--- config.mk ---
export PLATFORM = sky130hd
export DESIGN_NAME = mem_access_unit_flat
export DESIGN_NICKNAME = d
export VERILOG_FILES = /design/src/rtl/mem_access_unit_if.sv /design/src/rtl/mem_access_unit.sv /design/src/flat_wrapper.sv
export SDC_FILE = /design/constraint.sdc
export NUM_CORES = 1
export LEC_CHECK = 0
export CAP_MARGIN = 20
export CELL_PAD_IN_SITES_DETAIL_PLACEMENT = 1
export CELL_PAD_IN_SITES_GLOBAL_PLACEMENT = 2
export CORE_MARGIN = 4
export CORE_UTILIZATION = 22
export DETAILED_ROUTE_END_ITERATION = 8
export PLACE_DENSITY = 0.84
export SLEW_MARGIN = 40
export SYNTH_ARGS = -nofsm -noshare
export SYNTH_HDL_FRONTEND = slang
export SYNTH_SLANG_ARGS = --single-unit
--- constraint.sdc ---
create_clock -name CLK -period 1.8 [get_ports CLK]
set_input_delay 0.36 -clock CLK [delete_from_list [all_inputs] [get_ports CLK]]
set_output_delay 0.36 -clock CLK [all_outputs]
set_load 0.01 [all_outputs]
--- src/rtl/mem_access_unit_if.sv ---
// Data-memory bus: word address, lane-shifted write data, byte enables,
// request strobes, returned read word and memory busywait.
interface mem_access_unit_if;
  logic [31:0] MEM_ADDRESS;
  logic [31:0] MEM_WRITEDATA;
  logic [3:0]  MEM_BYTE_EN;
  logic        MEM_READ;
  logic        MEM_WRITE;
  logic [31:0] MEM_READDATA;
  logic        MEM_BUSYWAIT;

  modport master (
    output MEM_ADDRESS, MEM_WRITEDATA, MEM_BYTE_EN,
    output MEM_READ, MEM_WRITE,
    input  MEM_READDATA, MEM_BUSYWAIT
  );

  modport slave (
    input  MEM_ADDRESS, MEM_WRITEDATA, MEM_BYTE_EN,
    input  MEM_READ, MEM_WRITE,
    output MEM_READDATA, MEM_BUSYWAIT
  );
endinterface

--- src/rtl/mem_access_unit.sv ---
// MEM-stage access controller: request/busywait handshake, lane alignment,
// byte enables, load extension, pipeline stall, misalign/timeout/illegal flags.
// Ports: CLK, RESET (sync, active-low), DATAMEMSEL, READ_WRITE, ALU_RESULT,
// DATA2 in; LOAD_DATA, BUSYWAIT, MISALIGNED, MEM_ERROR out; mem = memory bus.
module mem_access_unit #(
  parameter int TIMEOUT = 255
) (
  input  logic        CLK,
  input  logic        RESET,
  input  logic        DATAMEMSEL,
  input  logic [3:0]  READ_WRITE,
  input  logic [31:0] ALU_RESULT,
  input  logic [31:0] DATA2,
  output logic [31:0] LOAD_DATA,
  output logic        BUSYWAIT,
  output logic        MISALIGNED,
  output logic        MEM_ERROR,
  mem_access_unit_if.master mem
);

  localparam int CW = $clog2(TIMEOUT + 1);

  typedef enum logic [1:0] {IDLE, ACCESS, DONE} state_t;

  state_t          state, state_n;
  logic [CW-1:0]   cnt;
  logic [3:0]      op;
  logic [1:0]      lane;

  logic [2:0]      f3;
  logic            is_st;
  logic            legal;
  logic            mis_in;
  logic [3:0]      be_in;
  logic [31:0]     wd_in;
  logic            go_acc, go_mis, go_ill;
  logic            fin_ok, fin_to;
  logic [31:0]     rsh;
  logic [7:0]      rbyte;
  logic [15:0]     rhalf;
  logic [31:0]     ld;

  assign f3    = READ_WRITE[2:0];
  assign is_st = READ_WRITE[3];

  // funct3[2] marks the unsigned loads; stores have no such variants
  assign legal  = (f3[1:0] != 2'b11) &&
                  (!f3[2] || (!is_st && !f3[1]));
  assign mis_in = ((f3[1:0] == 2'b01) && ALU_RESULT[0]) ||
                  ((f3[1:0] == 2'b10) && |ALU_RESULT[1:0]);

  always_comb begin
    be_in = 4'b0000;
    wd_in = DATA2;
    case (f3[1:0])
      2'b00: begin
        be_in = 4'b0001 << ALU_RESULT[1:0];
        wd_in = {4{DATA2[7:0]}};
      end
      2'b01: begin
        be_in = ALU_RESULT[1] ? 4'b1100 : 4'b0011;
        wd_in = {2{DATA2[15:0]}};
      end
      2'b10: be_in = 4'b1111;
      default: be_in = 4'b0000;
    endcase
  end

  always_comb begin
    state_n = state;
    go_acc  = 1'b0;
    go_mis  = 1'b0;
    go_ill  = 1'b0;
    fin_ok  = 1'b0;
    fin_to  = 1'b0;
    unique case (state)
      IDLE: begin
        if (DATAMEMSEL) begin
          unique case (1'b1)
            !legal: begin
              go_ill  = 1'b1;
              state_n = DONE;
            end
            legal && mis_in: begin
              go_mis  = 1'b1;
              state_n = DONE;
            end
            legal && !mis_in: begin
              go_acc  = 1'b1;
              state_n = ACCESS;
            end
          endcase
        end
      end
      ACCESS: begin
        if (!mem.MEM_BUSYWAIT) begin
          fin_ok  = 1'b1;
          state_n = DONE;
        end else if (cnt == CW'(TIMEOUT - 1)) begin
          fin_to  = 1'b1;
          state_n = DONE;
        end
      end
      DONE:    state_n = IDLE;
      default: state_n = IDLE;
    endcase
  end

  assign BUSYWAIT = RESET &
                    (((state == IDLE) && DATAMEMSEL) ||
                     (state == ACCESS));

  // lane select from the latched address, not the live one
  assign rsh   = mem.MEM_READDATA >> {lane, 3'b000};
  assign rbyte = rsh[7:0];
  assign rhalf = lane[1] ? mem.MEM_READDATA[31:16]
                         : mem.MEM_READDATA[15:0];

  always_comb begin
    ld = 32'd0;
    case (op[1:0])
      2'b00:   ld = {{24{rbyte[7] & ~op[2]}}, rbyte};
      2'b01:   ld = {{16{rhalf[15] & ~op[2]}}, rhalf};
      2'b10:   ld = mem.MEM_READDATA;
      default: ld = 32'd0;
    endcase
  end

  always_ff @(posedge CLK) begin
    if (!RESET) state <= IDLE;
    else        state <= state_n;
  end

  always_ff @(posedge CLK) begin
    if (!RESET) begin
      cnt               <= '0;
      op                <= 4'd0;
      lane              <= 2'd0;
      mem.MEM_ADDRESS   <= 32'd0;
      mem.MEM_WRITEDATA <= 32'd0;
      mem.MEM_BYTE_EN   <= 4'd0;
      mem.MEM_READ      <= 1'b0;
      mem.MEM_WRITE     <= 1'b0;
      LOAD_DATA         <= 32'd0;
      MISALIGNED        <= 1'b0;
      MEM_ERROR         <= 1'b0;
    end else begin
      if (go_acc || go_mis || go_ill) begin
        cnt               <= '0;
        op                <= READ_WRITE;
        lane              <= ALU_RESULT[1:0];
        mem.MEM_ADDRESS   <= {ALU_RESULT[31:2], 2'b00};
        mem.MEM_WRITEDATA <= wd_in;
        mem.MEM_BYTE_EN   <= be_in;
        mem.MEM_READ      <= go_acc && !is_st;
        mem.MEM_WRITE     <= go_acc && is_st;
        LOAD_DATA         <= 32'd0;
        MISALIGNED        <= go_mis;
        MEM_ERROR         <= go_ill;
      end
      if (state == ACCESS && mem.MEM_BUSYWAIT) begin
        cnt <= cnt + 1'b1;
      end
      if (fin_ok) begin
        mem.MEM_READ  <= 1'b0;
        mem.MEM_WRITE <= 1'b0;
        if (!op[3]) LOAD_DATA <= ld;
      end
      if (fin_to) begin
        mem.MEM_READ  <= 1'b0;
        mem.MEM_WRITE <= 1'b0;
        LOAD_DATA     <= 32'd0;
        MEM_ERROR     <= 1'b1;
      end
    end
  end

endmodule

--- src/flat_wrapper.sv ---
// flat-port wrapper written by rule: the top's interface ports become plain ports
module mem_access_unit_flat 
#(
  parameter int TIMEOUT = 255
)
  (CLK, RESET, DATAMEMSEL, READ_WRITE, ALU_RESULT, DATA2, LOAD_DATA, BUSYWAIT, MISALIGNED, MEM_ERROR, mem_MEM_ADDRESS, mem_MEM_WRITEDATA, mem_MEM_BYTE_EN, mem_MEM_READ, mem_MEM_WRITE, mem_MEM_READDATA, mem_MEM_BUSYWAIT);
  mem_access_unit_if mem_i ();
  input  logic CLK;
  input  logic RESET;
  input  logic DATAMEMSEL;
  input  logic [3:0] READ_WRITE;
  input  logic [31:0] ALU_RESULT;
  input  logic [31:0] DATA2;
  output logic [31:0] LOAD_DATA;
  output logic BUSYWAIT;
  output logic MISALIGNED;
  output logic MEM_ERROR;
  output wire logic [$bits(mem_i.MEM_ADDRESS)-1:0] mem_MEM_ADDRESS;
  output wire logic [$bits(mem_i.MEM_WRITEDATA)-1:0] mem_MEM_WRITEDATA;
  output wire logic [$bits(mem_i.MEM_BYTE_EN)-1:0] mem_MEM_BYTE_EN;
  output wire logic [$bits(mem_i.MEM_READ)-1:0] mem_MEM_READ;
  output wire logic [$bits(mem_i.MEM_WRITE)-1:0] mem_MEM_WRITE;
  input wire logic [$bits(mem_i.MEM_READDATA)-1:0] mem_MEM_READDATA;
  input wire logic [$bits(mem_i.MEM_BUSYWAIT)-1:0] mem_MEM_BUSYWAIT;
  assign mem_MEM_ADDRESS = mem_i.MEM_ADDRESS;
  assign mem_MEM_WRITEDATA = mem_i.MEM_WRITEDATA;
  assign mem_MEM_BYTE_EN = mem_i.MEM_BYTE_EN;
  assign mem_MEM_READ = mem_i.MEM_READ;
  assign mem_MEM_WRITE = mem_i.MEM_WRITE;
  assign mem_i.MEM_READDATA = mem_MEM_READDATA;
  assign mem_i.MEM_BUSYWAIT = mem_MEM_BUSYWAIT;
  mem_access_unit #(.TIMEOUT(TIMEOUT)) u_core (.CLK(CLK), .RESET(RESET), .DATAMEMSEL(DATAMEMSEL), .READ_WRITE(READ_WRITE), .ALU_RESULT(ALU_RESULT), .DATA2(DATA2), .LOAD_DATA(LOAD_DATA), .BUSYWAIT(BUSYWAIT), .MISALIGNED(MISALIGNED), .MEM_ERROR(MEM_ERROR), .mem(mem_i));
endmodule
Word-level counts from Yosys, hierarchy flattened
Index checks and enable logic that the tools add are counted.

Register bits: 118. Input bits: 104. Output and inout bits: 105. Word-level logic and storage cells: 90.

Add/subtract/negate cells: 1. Eq/ne operators: 9. Shift-type cells: 2. Mux-type cells: 31. Bitwise logic cells: 5. Reductions and logical operators: 30.

Operator list (count): $mux W32 (3); $pmux W32 S3 (1); $pmux W32 S2 (1); $shr A32 B5 Y8 (1); $mux W1 (16); $mux W16 (1); $mux W8 (2); $pmux W4 S3 (1); $logic_and A1 B1 Y1 (10); $add A8 B1 Y8 const B (1); $eq A8 B8 Y1 const B (1); $pmux W2 S2 (2); $eq A2 B1 Y1 const B (3); $logic_not A2 Y1 (3); $mux W2 (3); $reduce_or A2 Y1 (3); $logic_not A1 Y1 (5); $logic_or A1 B1 Y1 (5); $eq A2 B2 Y1 const B (2); $mux W4 (1); $ne A2 B2 Y1 const B (2); $reduce_bool A2 Y1 (2); $shl A1 B2 Y4 const A (1); $and A1 B1 Y1 (3); other kinds (4) (5).

Logic depth before layout (Yosys ltp)
Gate-level depths: netlist of the first run.

Depth after elaboration: 13. Gate-level depth with buffers: 8. Gate-level depth less buffers: 6.

Worst setup path after synthesis of the first run
Ideal clock, no wire load.

Path kind: reg-to-reg. Start point: register u_core.state[1]. End point: register u_core.LOAD_DATA[21]. Setup time: 71 ps. Data arrival time: 1753 ps. Required time: 1729 ps. Slack: -24 ps. Stages on the path, launching flop included: 8. Buffers on the path: 3. Clock period less this slack: 1824 ps. Path through: dfxtp_1 > buf_6 > or4b_4 > buf_6 > nor3b_4 > buf_8 > a22oi_2 > a21oi_2.

Word-level cells in the longest chain between the ends: 7. Elaborated cells on any way between the ends: 13. Those cells by class: eq/ne (1); mux (8); reduce/logical (4).

RTL lines: start: declaration (RTL line mem_access_unit.sv:25) `state_t state, state_n;`; start signal: assignment (RTL line mem_access_unit.sv:131) `else state <= state_n;`; $logic_not A2 Y1 (RTL line mem_access_unit.sv:76) `unique case (state)`; $mux W1 (RTL line mem_access_unit.sv:76); $logic_or A1 B1 Y1 (2 in a row) (RTL line mem_access_unit.sv:148) `if (go_acc || go_mis || go_ill) begin`; $mux W32 (RTL line mem_access_unit.sv:148); $mux W32 (RTL line mem_access_unit.sv:167) `if (!op[3]) LOAD_DATA <= ld;`; $mux W32 (RTL line mem_access_unit.sv:164) `if (fin_ok) begin`; end signal: assignment (RTL line mem_access_unit.sv:167); end: declaration (RTL line mem_access_unit.sv:14) `output logic [31:0] LOAD_DATA,`.

Several ways; a longest one is shown, not always the timed one. A chain may end at the register's enable or synchronous reset.

Worst setup path in the final report of the first run
Start point: register u_core.mem.MEM_BYTE_EN[3]. End point: output mem_MEM_BYTE_EN[3].

RTL lines: start: declaration (RTL line mem_access_unit_if.sv:13) `output MEM_ADDRESS, MEM_WRITEDATA, MEM_BYTE_EN,`; start signal: assignment (RTL line mem_access_unit.sv:154) `mem.MEM_BYTE_EN <= be_in;`; end: declaration (RTL line flat_wrapper.sv:20) `output wire logic [$bits(mem_i.MEM_BYTE_EN)-1:0] mem_MEM_BYTE_EN;`.

No word-level cell between the ends.

==> flow_metrics.py, run 1 <==
metrics = {
    "worst_setup_path": {
        "crit_path_cell_trace": "clkdlybuf4s50_1",
        "crit_family": "buffers and inverters",
        "cp_num_cells": 1,
        "critPathCaptureType": "primary output",
        "worstSetupPathType": "reg -> out",
        "cp_slowest_cell": "clkdlybuf4s50_1",
        "reg2reg_depth": 5,
        "worst_setup_path_start_kind": "register",
        "crit_path_max_incr_delay_ps": 570,
        "crit_buf_inv": 1,
        "worstPathMaxFanout": 2,
        "worstPathArrival_ps": 1370,
        "worstPathRequired_ps": 1440,
    },
    "placement": {
        "dpl.hpwl_um": 15600,
        "gp_congestion": 0.799,
        "port_buffers": 206,
        "placed_cells": 1189,
    },
    "global_route": {
        "grt-ovfl-total": 0,
        "grt_use_total_pct": 15.5,
        "grt-busiest-layer": "met2",
        "grt_max_degree": 44,
        "grt_util_met2_pct": 24.3,
        "met3_usage_pct": 6.40,
        "grt_pass1_wl_um": 32700,
        "first_global_vias": 5776,
        "grt_use_met1_pct": 19.9,
        "antenna_found_initial": 3,
    },
    "routing": {
        "drtAntennaViolNets": 0,
        "avgViaCountPerCell": 4.59,
        "avgRoutedWirePerCell_um": 17.2,
        "firstDrtPassIters": 4,
        "drc_errors": 0,
        "wirelength_um": 21100,
        "drt_iter0_drc": 258,
        "vias": 5610,
    },
    "power_and_ir_drop": {
        "peakVddDrop_mv": 0.515,
        "switching_share_pct": 26.9,
        "p_leak_nw": 3.24,
        "power_frac_clock_pct": 45.0,
        "power_frac_seq_pct": 36.0,
        "p_per_area_nw_per_um2": 897,
        "p_int_mw": 5.79,
        "power_mw": 7.92,
        "combinationalPowerShare_pct": 19.0,
        "net-switching-power_mw": 2.13,
    },
    "synth": {
        "postSynthAreaPerCell_um2": 8.17,
        "ys_warn_count": 0,
        "yosys_register_bits": 118,
        "synth.area.mux_share_pct": 5.71,
        "yosysUniqueCellTypes": 55,
        "synth_top_family_by_area": "compound AO/OA/AOI/OAI gates",
        "synth_fa_ha_area_share_pct": 0.468,
        "synth_ff_type": "dfxtp_1",
        "synth_async_sr_flop_share_pct": 0,
        "yosysSeqAreaShare_pct": 44.2,
        "synth_edf_count": 0,
        "synth_compound_area_share_pct": 24.7,
        "synth-simple-area-share_pct": 19.8,
        "syn_area_um2": 5350,
        "postSynthCellCount": 655,
        "synth_xor_area_share_pct": 0,
    },
    "layout": {
        "multiInputGateArea_um2": 2750,
        "final_common_cell": "clkdlybuf4s50_1",
        "register_area_um2": 2370,
        "final_nets": 995,
        "drive_above_1_share_pct": 15.4,
        "syn2layout_area_growth_pct": 65.1,
        "fin_util_pct": 37.3,
        "final_cell_mix": "clkdlybuf4s50_1 (203), nand2_1 (153), dfxtp_1 (116), a21oi_1 (108), buf_4 (50)",
        "fill_cells": 2826,
        "layout.cells.non_filler": 1223,
    },
    "die": {
        "ios": 209,
        "core-area_um2": 23700,
        "fp-row-count": 56,
        "die_width_um": 164,
        "die_area_um2": 26900,
        "dieHeight_um": 164,
        "start_util_pct": 22.6,
    },
    "sta": {
        "fin_crit_ps": 1730,
        "fmax_mhz": 579,
        "slew_violations": 0,
        "fin_skew_ps": 11.6,
        "hold_viol_final": 0,
        "setup_viol": 0,
        "grt_setup_unrepaired": "false",
        "timing.final.crit_share_pct": 96.0,
    },
    "clocking": {
        "insertion_delay_ps": 410,
        "cts-root-buf": "clkbuf_16",
        "clk_pin_slew_ps": 50,
        "cts_tree": "built",
        "ctsLongestPathBuffers": 2,
        "cts_max_level": 4,
        "numCtsBuffers": 17,
        "clock_sinks": 118,
    },
    "min_path": {
        "hold_class": "in -> reg",
        "worst_hold_path.num_cells": 3,
    },
    "outcome": {
        "status": "finished, final reports clean",
    },
    "job": {
        "cap_violations": 0,
    },
}
## power groups by stage
stage               Sequential [mW]  Clock, mW  Combinational (mW)
floorplan                      2.95          0               0.573
global route                   2.87       3.80                1.63
global placement               2.90          0                1.50
CTS                            2.85       3.65                1.52
detailed placement             2.91          0                1.51
finish                         2.85       3.57                1.51
## per-stage QoR
step           TNS, ps  hold WS [ps]  cell area [µm²]  setup WS (ps)
2_1_floorplan        0           436             5370           18.8
6_report             0           294             8830           71.5
3_5_place_dp    -30880           448             8190           -382
3_3_place_gp    -29100           439             8190           -383
4_1_cts              0           456             8810           7.29
5_1_grt              0           310             8830           5.18
## kinds of logic (layout without fill, tap and decap cells)
logic type	count (synthesis)	in the layout
other	1	4
buffers and inverters	58	304
and+or+nand+nor	242	242
adders and majority gates	2	2
muxes	29	29
DFF	118	118
AOI/OAI and AO/OA	205	205
## sequential cells by signal, summed over array words and instances, names as in the netlist
| register | cells |
|---|---|
| u_core.LOAD_DATA | 32 |
| u_core.MEM_ERROR | 1 |
| u_core.MISALIGNED | 1 |
| u_core.cnt | 8 |
| u_core.lane | 2 |
| u_core.mem.MEM_ADDRESS | 30 |
| u_core.mem.MEM_BYTE_EN | 4 |
| u_core.mem.MEM_READ | 1 |
| u_core.mem.MEM_WRITE | 1 |
| u_core.mem.MEM_WRITEDATA | 32 |
| u_core.op | 4 |
| u_core.state | 2 |
## cells in the mapped netlist, types with 2 or more instances
cell,count,area share [%]
a211oi_1,18,2.5
a21oi_1,108,10
a21oi_2,10,1.6
a221o_1,8,1.5
a22oi_1,10,1.4
a22oi_2,10,2.3
a311oi_1,8,1.3
and3_1,4,0.47
and3_2,5,0.70
buf_1,7,0.49
buf_2,4,0.37
buf_4,3,0.42
buf_6,3,0.63
clkbuf_1,35,2.5
dfxtp_1,118,44
ha_1,2,0.47
inv_1,4,0.28
mux2_2,2,0.42
mux2i_1,26,4.9
nand2_1,154,11
nand2b_1,3,0.35
nand3_1,10,0.94
nand4b_1,2,0.33
nor2_1,45,3.2
nor3_1,2,0.19
nor4_1,2,0.23
o21ai_0,22,2.1
o21bai_1,2,0.28
or3b_2,2,0.33
## area by class of cell
class	instances	share of cell area, %
antenna	2	0.0567
clock buffer	21	5.21
clock inverter	11	1.70
inverter	4	0.170
multi-input combinational	480	31.1
sequential	118	26.8
tap	319	4.52
timing repair buffer	268	30.4
## what timing repair did
action	4_1_cts	5_1_grt
setup endpoints to repair	14	30
hold buffers	0	0
pin swaps	0	1
buffers inserted	0	0
resized for setup	6	6
## worst paths after layout
| path | slack (ps) | endpoint | from |
|---|---|---|---|
| hold reg to reg | 450 | u_core.mem.MEM_ADDRESS[4]$_SDFFE_PN0P_ | u_core.mem.MEM_ADDRESS[4]$_SDFFE_PN0P_ |
| hold / removal | 290 | u_core.MISALIGNED$_SDFFE_PN0P_ | RESET |
| setup reg to reg | 80 | u_core.LOAD_DATA[4]$_SDFF_PP0_ | u_core.state[1]$_SDFFE_PN0P_ |
| setup / recovery | 70 | mem_MEM_BYTE_EN[3] | u_core.mem.MEM_BYTE_EN[3]$_SDFFE_PN0P_ |
## layer usage
metal | vias to the layer above | routed length (µm)
met5 | - | 13
met2 | 165 | 9580
met1 | 2659 | 9470
met3 | 16 | 1720
li1 | 2768 | -
met4 | 2 | 272
Note: power is estimated with default switching activity, not from simulation.
==> run 2, diff against run 1 <==
Settings changed: MAX_ROUTING_LAYER set to met4.
==> run 2 against run 1 <==
  * Power about the same
  * Sequential share of layout area is essentially flat
  * Largest cell class unchanged
  * Largest power group unchanged
  * Critical path type is now in -> reg
  * Clock skew is 3.9 ps higher
  * Die area unchanged
  * Clock power barely moved
==> flow_metrics.py, run 2 (synthesis results as in run 1) <==
metrics = {
    "routing": {
        "avgRoutedWirePerCell_um": 17.2,
        "vias": 5579,
        "avgViaCountPerCell": 4.56,
        "firstDrtPassIters": 5,
        "drtAntennaViolNets": 0,
        "drt_iter0_drc": 261,
        "wirelength_um": 21000,
        "drc_errors": 0,
    },
    "clocking": {
        "cts_tree": "built",
        "postCtsSetupBuffers": 0,
        "insertion_delay_ps": 420,
        "numCtsBuffers": 17,
        "cts-root-buf": "clkbuf_16",
        "clk_pin_slew_ps": 50,
        "clock_sinks": 118,
        "ctsLongestPathBuffers": 2,
        "cts_max_level": 4,
        "cts_hold_buffers": 0,
    },
    "worst_setup_path": {
        "worstPathArrival_ps": 2020,
        "worstPathMaxFanout": 26,
        "worstPathRequired_ps": 2090,
        "critPathCaptureType": "register",
        "worstSetupPathType": "in -> reg",
        "reg2reg_depth": 5,
        "worst_setup_path_start_kind": "input port",
    },
    "placement": {
        "placed_cells": 1189,
        "dpl.hpwl_um": 15600,
        "gp_congestion": 0.813,
        "place_area_um2": 8190,
        "port_buffers": 206,
    },
    "power_and_ir_drop": {
        "p_per_area_nw_per_um2": 896,
        "peakVddDrop_mv": 0.513,
        "p_int_mw": 5.79,
        "p_leak_nw": 3.24,
        "switching_share_pct": 26.8,
        "power_frac_clock_pct": 45.0,
        "combinationalPowerShare_pct": 19.0,
        "power_frac_seq_pct": 36.0,
        "net-switching-power_mw": 2.13,
    },
    "sta": {
        "fin_skew_ps": 15.5,
        "fmax_mhz": 581,
        "timing.final.crit_share_pct": 95.6,
        "timing.hold.ws_ps": 298,
        "setup_viol": 0,
        "hold_viol_final": 0,
        "slew_violations": 0,
        "grt_setup_unrepaired": "false",
        "fin_crit_ps": 1720,
        "setup_tns_ps": 0,
    },
    "die": {
        "start_util_pct": 22.6,
        "fp-row-count": 56,
        "ios": 209,
        "die_area_um2": 26900,
        "core-area_um2": 23700,
        "dieHeight_um": 164,
        "die_width_um": 164,
    },
    "global_route": {
        "antenna_found_initial": 3,
        "grt-ovfl-total": 0,
        "grt_use_total_pct": 16.0,
        "grt_max_degree": 44,
        "grt_pass1_wl_um": 32600,
        "first_global_vias": 5799,
    },
    "layout": {
        "layout.cells.non_filler": 1224,
        "final_common_cell": "clkdlybuf4s50_1",
        "final_nets": 995,
        "fin_util_pct": 37.3,
        "syn2layout_area_growth_pct": 65.1,
        "drive_above_1_share_pct": 15.4,
        "final_cell_mix": "clkdlybuf4s50_1 (203), nand2_1 (153), dfxtp_1 (116), a21oi_1 (108), buf_4 (50)",
        "reg.largest.list": "u_core.LOAD_DATA: 32 flops, u_core.mem.MEM_WRITEDATA: 32 flops, u_core.mem.MEM_ADDRESS: 30 flops",
        "final_area_um2": 8830,
    },
    "min_path": {
        "hold_class": "in -> reg",
        "worst_hold_path.num_cells": 3,
    },
    "outcome": {
        "status": "finished, final reports clean",
    },
    "job": {
        "cap_violations": 0,
    },
}
run 2: critical path, cell delays in order:
cell             delay, ps
clkdlybuf4s50_1        480
or3b_2                 620
buf_4                  290
a22oi_1                210
nor2_1                  50
run 2: power by group through the flow:
| stage | clock network (mW) | logic (mW) | registers [mW] |
|---|---|---|---|
| floorplan | 0 | 0.573 | 2.95 |
| global placement | 0 | 1.50 | 2.90 |
| detailed placement | 0 | 1.51 | 2.91 |
| CTS | 3.65 | 1.52 | 2.85 |
| global route | 3.80 | 1.63 | 2.87 |
| finish | 3.57 | 1.50 | 2.85 |
run 2: layer usage:
layer	up-vias	GRT usage (%)	routed length (µm)
li1	2769	-	-
met1	2634	20.1	9570
met2	166	24.3	9710
met3	10	6.12	1550
met4	0	4.04	187
met5	-	-	0
run 2: worst paths after layout:
path / startpoint / to / slack [ps]
worst max-delay path: DATAMEMSEL / u_core.mem.MEM_BYTE_EN[3]$_SDFFE_PN0P_ / 80
worst min-delay path: RESET / u_core.MISALIGNED$_SDFFE_PN0P_ / 300
worst max register to register: u_core.state[1]$_SDFFE_PN0P_ / u_core.LOAD_DATA[4]$_SDFF_PP0_ / 90
worst min register to register: u_core.LOAD_DATA[12]$_SDFF_PP0_ / u_core.LOAD_DATA[12]$_SDFF_PP0_ / 450
run 2: through the flow:
step	worst slack, ps	power [mW]
after floorplan	18.8	3.53
after CTS	7.29	8.03
after global placement	-383	4.40
after detailed placement	-382	4.42
final	78.5	7.92
after global routing	5.25	8.30
run 2: repair_timing:
action | 4_1_cts | 5_1_grt
endpoints found under the setup margin | 14 | 30
pin swaps | 0 | 1
resized for setup | 6 | 6
run 2: area by class of cell:
class	count	area, µm²
diodes	3	7.51
clock inverters	11	150
flip-flops and latches	118	2370
multi-input cells	480	2750
repair buffers	268	2680
well taps	319	399
fillers	2826	14800
inverters	4	15.0
clock buffers	21	460
